<file path="src/rtl/ex_mul_div_unit.sv">
// RV32M multiply/divide unit for the EX stage: two-cycle multiplies and
// special cases, 33-cycle radix-2 restoring division, busy/done handshake.
`timescale 1ns/1ps

module ex_mul_div_unit (
    input  logic        clk,
    input  logic        reset,
    input  logic        start,
    input  logic [2:0]  op,
    input  logic [31:0] operand1,
    input  logic [31:0] operand2,
    output logic [31:0] result,
    output logic        busy,
    output logic        done
);

    localparam int unsigned XLEN      = 32;
    localparam int unsigned CNT_W     = 6;
    localparam int unsigned DIV_STEPS = 32;

    localparam logic [2:0] OP_MUL = 3'd0;

    typedef enum logic [1:0] {
        S_IDLE,
        S_MUL,
        S_DIV,
        S_DONE
    } state_e;

    state_e            state_q;
    logic [2:0]        op_q;
    logic [XLEN-1:0]   a_q;
    logic [XLEN-1:0]   b_q;
    logic [XLEN:0]     rem_q;
    logic [XLEN-1:0]   quo_q;
    logic [CNT_W-1:0]  count_q;
    logic              q_neg_q;
    logic              r_neg_q;
    logic [XLEN-1:0]   result_q;

    // Accept-time decode of the incoming request
    logic              div_signed_c;
    logic              div_zero_c;
    logic              div_ovf_c;
    logic              slow_div_c;
    logic [XLEN-1:0]   a_mag_c;
    logic [XLEN-1:0]   b_mag_c;

    always_comb begin
        div_signed_c = op[2] & ~op[0];
        div_zero_c   = (operand2 == '0);
        div_ovf_c    = div_signed_c && (operand1 == 32'h8000_0000)
                                    && (operand2 == 32'hFFFF_FFFF);
        slow_div_c   = op[2] & ~div_zero_c & ~div_ovf_c;
        a_mag_c      = (div_signed_c && operand1[XLEN-1]) ? XLEN'(-operand1) : operand1;
        b_mag_c      = (div_signed_c && operand2[XLEN-1]) ? XLEN'(-operand2) : operand2;
    end

    // Multiply datapath; the low 64 bits of a 64-bit product of the
    // sign/zero-extended operands are exact for every signedness mix.
    logic                 mul_a_signed_c;
    logic                 mul_b_signed_c;
    logic signed [XLEN:0] mul_a_ext_c;
    logic signed [XLEN:0] mul_b_ext_c;
    logic [2*XLEN-1:0]    prod_c;
    logic [XLEN-1:0]      mul_result_c;
    logic [XLEN-1:0]      fast_result_c;

    always_comb begin
        mul_a_signed_c = ~op_q[2] & (op_q[1:0] != 2'b11);
        mul_b_signed_c = ~op_q[2] & ~op_q[1];
        mul_a_ext_c    = {mul_a_signed_c & a_q[XLEN-1], a_q};
        mul_b_ext_c    = {mul_b_signed_c & b_q[XLEN-1], b_q};
        prod_c         = 64'(mul_a_ext_c) * 64'(mul_b_ext_c);
        mul_result_c   = (op_q == OP_MUL) ? prod_c[XLEN-1:0] : prod_c[2*XLEN-1:XLEN];
        // Div/rem ops only reach S_MUL via divide-by-zero or signed overflow
        if (b_q == '0) begin
            fast_result_c = op_q[1] ? a_q : 32'hFFFF_FFFF;
        end else begin
            fast_result_c = op_q[1] ? 32'h0000_0000 : 32'h8000_0000;
        end
    end

    // One restoring-division step: shift in the next dividend bit, trial subtract
    logic [XLEN+1:0] diff_c;
    logic            ge_c;
    logic [XLEN:0]   rem_d;
    logic [XLEN-1:0] quo_d;
    logic [XLEN-1:0] q_fix_c;
    logic [XLEN-1:0] r_fix_c;
    logic [XLEN-1:0] div_result_c;

    always_comb begin
        diff_c       = {rem_q, quo_q[XLEN-1]} - {2'b00, b_q};
        ge_c         = ~diff_c[XLEN+1];
        rem_d        = ge_c ? diff_c[XLEN:0] : {rem_q[XLEN-1:0], quo_q[XLEN-1]};
        quo_d        = {quo_q[XLEN-2:0], ge_c};
        q_fix_c      = q_neg_q ? XLEN'(-quo_d) : quo_d;
        r_fix_c      = r_neg_q ? XLEN'(-rem_d[XLEN-1:0]) : rem_d[XLEN-1:0];
        div_result_c = op_q[1] ? r_fix_c : q_fix_c;
    end

    always_ff @(posedge clk or posedge reset) begin
        if (reset) begin
            state_q  <= S_IDLE;
            op_q     <= '0;
            a_q      <= '0;
            b_q      <= '0;
            rem_q    <= '0;
            quo_q    <= '0;
            count_q  <= '0;
            q_neg_q  <= 1'b0;
            r_neg_q  <= 1'b0;
            result_q <= '0;
        end else begin
            case (state_q)
                S_IDLE, S_DONE: begin
                    if (start) begin
                        op_q    <= op;
                        a_q     <= operand1;
                        b_q     <= slow_div_c ? b_mag_c : operand2;
                        quo_q   <= slow_div_c ? a_mag_c : '0;
                        rem_q   <= '0;
                        q_neg_q <= div_signed_c & (operand1[XLEN-1] ^ operand2[XLEN-1]);
                        r_neg_q <= div_signed_c & operand1[XLEN-1];
                        if (slow_div_c) begin
                            count_q <= CNT_W'(DIV_STEPS);
                            state_q <= S_DIV;
                        end else begin
                            state_q <= S_MUL;
                        end
                    end else begin
                        state_q <= S_IDLE;
                    end
                end
                S_MUL: begin
                    result_q <= op_q[2] ? fast_result_c : mul_result_c;
                    state_q  <= S_DONE;
                end
                S_DIV: begin
                    rem_q   <= rem_d;
                    quo_q   <= quo_d;
                    count_q <= count_q - CNT_W'(1);
                    if (count_q == CNT_W'(1)) begin
                        result_q <= div_result_c;
                        state_q  <= S_DONE;
                    end
                end
                default: state_q <= S_IDLE;
            endcase
        end
    end

    assign result = result_q;
    assign busy   = (state_q == S_MUL) || (state_q == S_DIV);
    assign done   = (state_q == S_DONE);

endmodule

</file>
<file path="config.mk">
export PLATFORM = sky130hd
export DESIGN_NAME = ex_mul_div_unit
export DESIGN_NICKNAME = d
export VERILOG_FILES = /design/src/rtl/ex_mul_div_unit.sv
export SDC_FILE = /design/constraint.sdc
export NUM_CORES = 2
export LEC_CHECK = 0
export CORE_UTILIZATION = 55
export CTS_CLUSTER_DIAMETER = 40
export DETAILED_ROUTE_END_ITERATION = 8
export PLACE_DENSITY = 0.72
export SYNTH_ARGS = -nofsm -noshare
export SYNTH_HDL_FRONTEND = slang
export SYNTH_SLANG_ARGS = --single-unit
</file>
<file path="constraint.sdc">
create_clock -name clk -period 18.1 [get_ports clk]
set_input_delay 1.81 -clock clk [delete_from_list [all_inputs] [get_ports clk]]
set_output_delay 1.81 -clock clk [all_outputs]
set_load 0.02 [all_outputs]
</file>
# == After elaboration in Yosys (flattened, before gate mapping) ==
# Index checks and enable logic that the tools add are counted.
# totals
reg_bits,174
latchBits,0
mem_bits_rw,0
romBits,0
in_bits,70
output_inout_bits,34
wordCells,85
memories,0
# op_classes
addsub,6
mul,1
div_mod_pow,0
magnitude_cmp,0
eq_ne,10
n_shift,0
n_mux,26
bitwise_logic,16
reduce_logical,16
# ops
cell,count
$mux 32,14
$neg 32->32,4
$pmux 32 s2,2
$mux 33,2
$pmux 33 s2,1
$eq 32x32->1 const B,2
$logic_not 32->1,2
$mul 33x33->64,1
$sub 34x32->34,1
$mux 6,2
$pmux 6 s2,1
$and 1x1->1,9
$ne 2x2->1 const B,4
$eq 6x1->1 const B,1
$mux 2,3
$not 1->1,6
$pmux 2 s3,1
$reduce_and 2->1,3
$sub 6x1->6 const B,1
$eq 2x2->1 const B,2
$logic_and 1x1->1,4
$reduce_bool 2->1,2
$logic_not 3->1,1
$reduce_and 3->1,1
5 further kinds,5

# == Logic depth before layout (Yosys ltp) ==
# logic_depth
depth_word,9
ltp_mapped,35
mapped_depth_nobuf,31

# == Least setup slack after synthesis ==
# OpenSTA, ideal clock, no wires.
# synth_path
path_kind,register to register
start,register op_q[1]
end,"register result_q[28], in the netlist result[28]"
setup_ns,0.129
arrival_ns,8.508
required_ns,17.971
setup_slack_ns,9.463
path_stages_with_launch,33
path_buffers,3
period_less_slack_ns,8.637
path_cell_list,dfrtp_1 clkbuf_1 clkbuf_1 a211oi_1 clkbuf_1 nand2_1 inv_1 fa_1 inv_1 fa_1 inv_1 fa_1 inv_1 fa_1 inv_1 fa_1 fa_1 fa_1 inv_1 fa_1 inv_1 ha_1 a21o_1 a21o_1 a21o_1 a21o_1 a21oi_1 nor2b_1 a311o_1 a21oi_1 o41ai_1 a41oi_1 o21ai_1
# synth_via
elab_chain_cells,7
word_cells_on_any_way,15
cone_classes,mul: 1; eq/ne: 1; mux: 7; bitwise: 5; reduce/logical: 1
# synth_rtl
element,line,rtl
start: declaration,31,logic [2:0] op_q;
start signal: assignment,119,op_q <= op;
$ne 2x2->1 / $not 1->1 (equally long branches),"70, 71",
$and 1x1->1 (on tied branches),"70, 71",
$and 1x1->1 (on tied branches),"72, 73",
$mul 33x33->64,74,prod_c = 64'(mul_a_ext_c) * 64'(mul_b_ext_c);
$mux 32,75,mul_result_c = (op_q == OP_MUL) ? prod_c[XLEN-1:0] : prod_c[2*XLEN-1:XLEN];
$mux 32,137,result_q <= op_q[2] ? fast_result_c : mul_result_c;
$pmux 32 s2 (*),116,case (state_q)
end signal: assignment,137,
end signal: assignment,145,result_q <= div_result_c;
end: declaration,39,logic [XLEN-1:0] result_q;
# Every way passes the cells marked *; elsewhere a longest branch is shown, timed or not. The select of a mux whose other input is x is not followed.
# A chain may end at the register's enable or synchronous reset.

# == Worst setup path in the final report ==
# layout_path
start,register op_q[1]
end,"register result_q[26], in the netlist result[26]"
# Same word-level chain as after synthesis.

==> reports/metrics.csv <==
metric;value;unit
max cap viols;0;
drt first pass iters;6;
RSZ-0062 raised after global routing;false;
maximum fanout along the worst path;31;
Fin. Hold Viols;0;
Buf+Inv Stages, Crit Path;9;
core box area;92080;um2
Critical Path RT;18430;ps
GRT Residual Overflow;0;
Tot GR Track Use;34.69;%
# setup viols final;0;
Ys Warns;0;
P&R area growth vs syn;4.980;%
H-Tree Depth;4;
clock sinks;174;
share of the synthesized area in the top cell type;43.92;%
1st-iter DRT viols;3697;
routed len/inst;22.37;um
most frequent cells in the layout;1253 x inv_1, 1126 x fa_1, 1005 x nand2_1, 279 x and2_1, 253 x ha_1;
total setup buffers inserted after CTS;0;
commonest non-fill, non-tap cell in the layout;inv_1;
layout cell share with drive strength beyond 1;3.690;%
die area;94550;um2
Mean Syn Cell Area;8.693;um2
post_cts resized;0;
first-pass GRT wire length;247.6;mm
cell taking the most area after synthesis;fa_1;
Simple-Gate Fraction of Synth Area;15.51;%
final setup margin;8050;ps
Worst Skew;11.79;ps
worst-skew pair later-pin latency;470;ps
Synth area leaders;fa_1 44%, inv_1 9.2%, dfrtp_1 8.5%;
GPL Wtd Cong;1.016;
Largest stage delay, worst path;660;ps
CTS tree;done;
Cell Rows;111;
Max Root-Sink Buffers;2;
Final Slew Violations;0;
Hold/Removal Path Class;register to register;
DR DRC count;0;
Syn Nets;7355;
CTS Hold Bufs;0;
Vias/cell;5.869;
Critical Path Slowest Stage Cell;a311oi_1;
WL final;157.0;mm
Seq/Total Area, Yosys;8.483;%
FFs w/ async S/R, synth;100.0;%
Final Cycle Share;55.53;%
I/O pins;104;
fill cell count;8218;
largest net degree at the start of global routing;72;
FF+latch count, synth;174;
Post-Synthesis Cells;5905;
pre-CTS setup slack;8255;ps
post-synth cell types;100;
min Tclk post-route;10050;ps
status;finished clean;
clock transition at the registers of the reported paths;80;ps
DR vias;41190;
root buf cell;clkbuf_16;
port bufs;103;
worst hold slack;482.1;ps
Max Fclk;0.09950;GHz
CP endpoint kind;register;
Critical Path Source Type;register;
Initial Utilization;55.74;%
largest family of logic cells by synthesized area;adder cells;
vias in the first global route;43030;
CTS buffer count;17;
Post-synth EDFFs;0;
Critical Path Most Common Cell;fa_1;
relative slew slack;8.662;%
top_reg_cell synth;dfrtp_1;
Setup CP Type;register to register;
TNS Setup;0;ps
CP arrival;10380;ps
initial antenna violation count;9;
Worst-Margin Slew;1367;ps
Final Util;58.52;%
mux contribution to synthesized area;1.502;%
chip width;307.5;um
Total Nets Final;7209;
XOR/XNOR share of the synthesized area;3.498;%
height of the die;307.5;um
DRT antenna net count;0;
Mapped Area;51330;um2
complex-gate fraction of the synthesized area;8.983;%
fraction of the mapped netlist area in adder cells;50.11;%
Post-DP HPWL;123.5;mm
CP top delay family;adder cells;
==> synth_stat cells, types with 96 or more instances <==
master,instances
nand2_1,1006
inv_1,1254
xnor2_1,109
xor2_1,96
a21oi_1,165
clkbuf_1,338
nor2_1,183
dfrtp_1,174
o21ai_0,181
fa_1,1126
and2_1,280
ha_1,254
==> path summary, 6_finish.rpt <==
kind                       depth (start not counted)  slack [ps]         end  startpoint
max in group asynchronous                          4       14250      b_q[7]       reset
setup reg to reg                                  32        8050  result[26]     op_q[1]
min in group asynchronous                          2        1840    quo_q[2]       reset
setup / recovery                                  32        8050  result[26]     op_q[1]
hold reg to reg                                    2         480   result[7]   result[7]
hold / removal                                     2         480   result[7]   result[7]
==> kinds of logic after synthesis <==
logic type / Yosys count
compound gates: 706
xor+xnor: 205
mux: 71
fa+ha+maj: 1380
flops: 174
buf+inv: 1614
simple gates: 1755
==> routing by layer <==
| metal | global-route usage, % | wire length, um |
|---|---|---|
| met2 | 56.02 | 73260 |
| met3 | 6.524 | 15400 |
| met1 | 45.58 | 60210 |
| met5 | 0 | 34 |
| met4 | 15.64 | 8081 |
==> final cells by class <==
type / count / area (um2) / share of cell area, %
Multi-Input combinational cell: 4117 / 40890 / 75.89
Timing Repair Buffer: 193 / 1707 / 3.167
Clock buffer: 20 / 466.7 / 0.8661
Tap cell: 1243 / 1555 / 2.886
Clock inverter: 12 / 181.4 / 0.3367
Antenna cell: 3 / 7.507 / 0.01393
Sequential cell: 174 / 4354 / 8.080
Inverter: 1256 / 4720 / 8.758
==> stage by stage <==
| stage | cell area (um2) | instances |
|---|---|---|
| 2_1_floorplan | 51330 | 5905 |
| 3_3_place_gp | 53230 | 6983 |
| 3_5_place_dp | 53230 | 6983 |
| 4_1_cts | 53880 | 7015 |
| 5_1_grt | 53880 | 7017 |
| 6_report | 53890 | 7018 |
==> tightest hold or removal path: cells and delay by family, from the launching register on <==
family,cells,cell delay (ps)
AND/OR/NAND/NOR,1,50
flip-flops,1,340
AO/OA/AOI/OAI,1,60
==> flip-flops by register name, indices dropped and copies added (netlist names) <==
register and count:
count_q 6, r_neg_q 1, rem_q 33, state_q 2, result 32, b_q 32
quo_q 32, q_neg_q 1, op_q 3, a_q 32
Power is not shown: default switching activity piles up to over one toggle a cycle in this logic, so the estimate is an artifact.
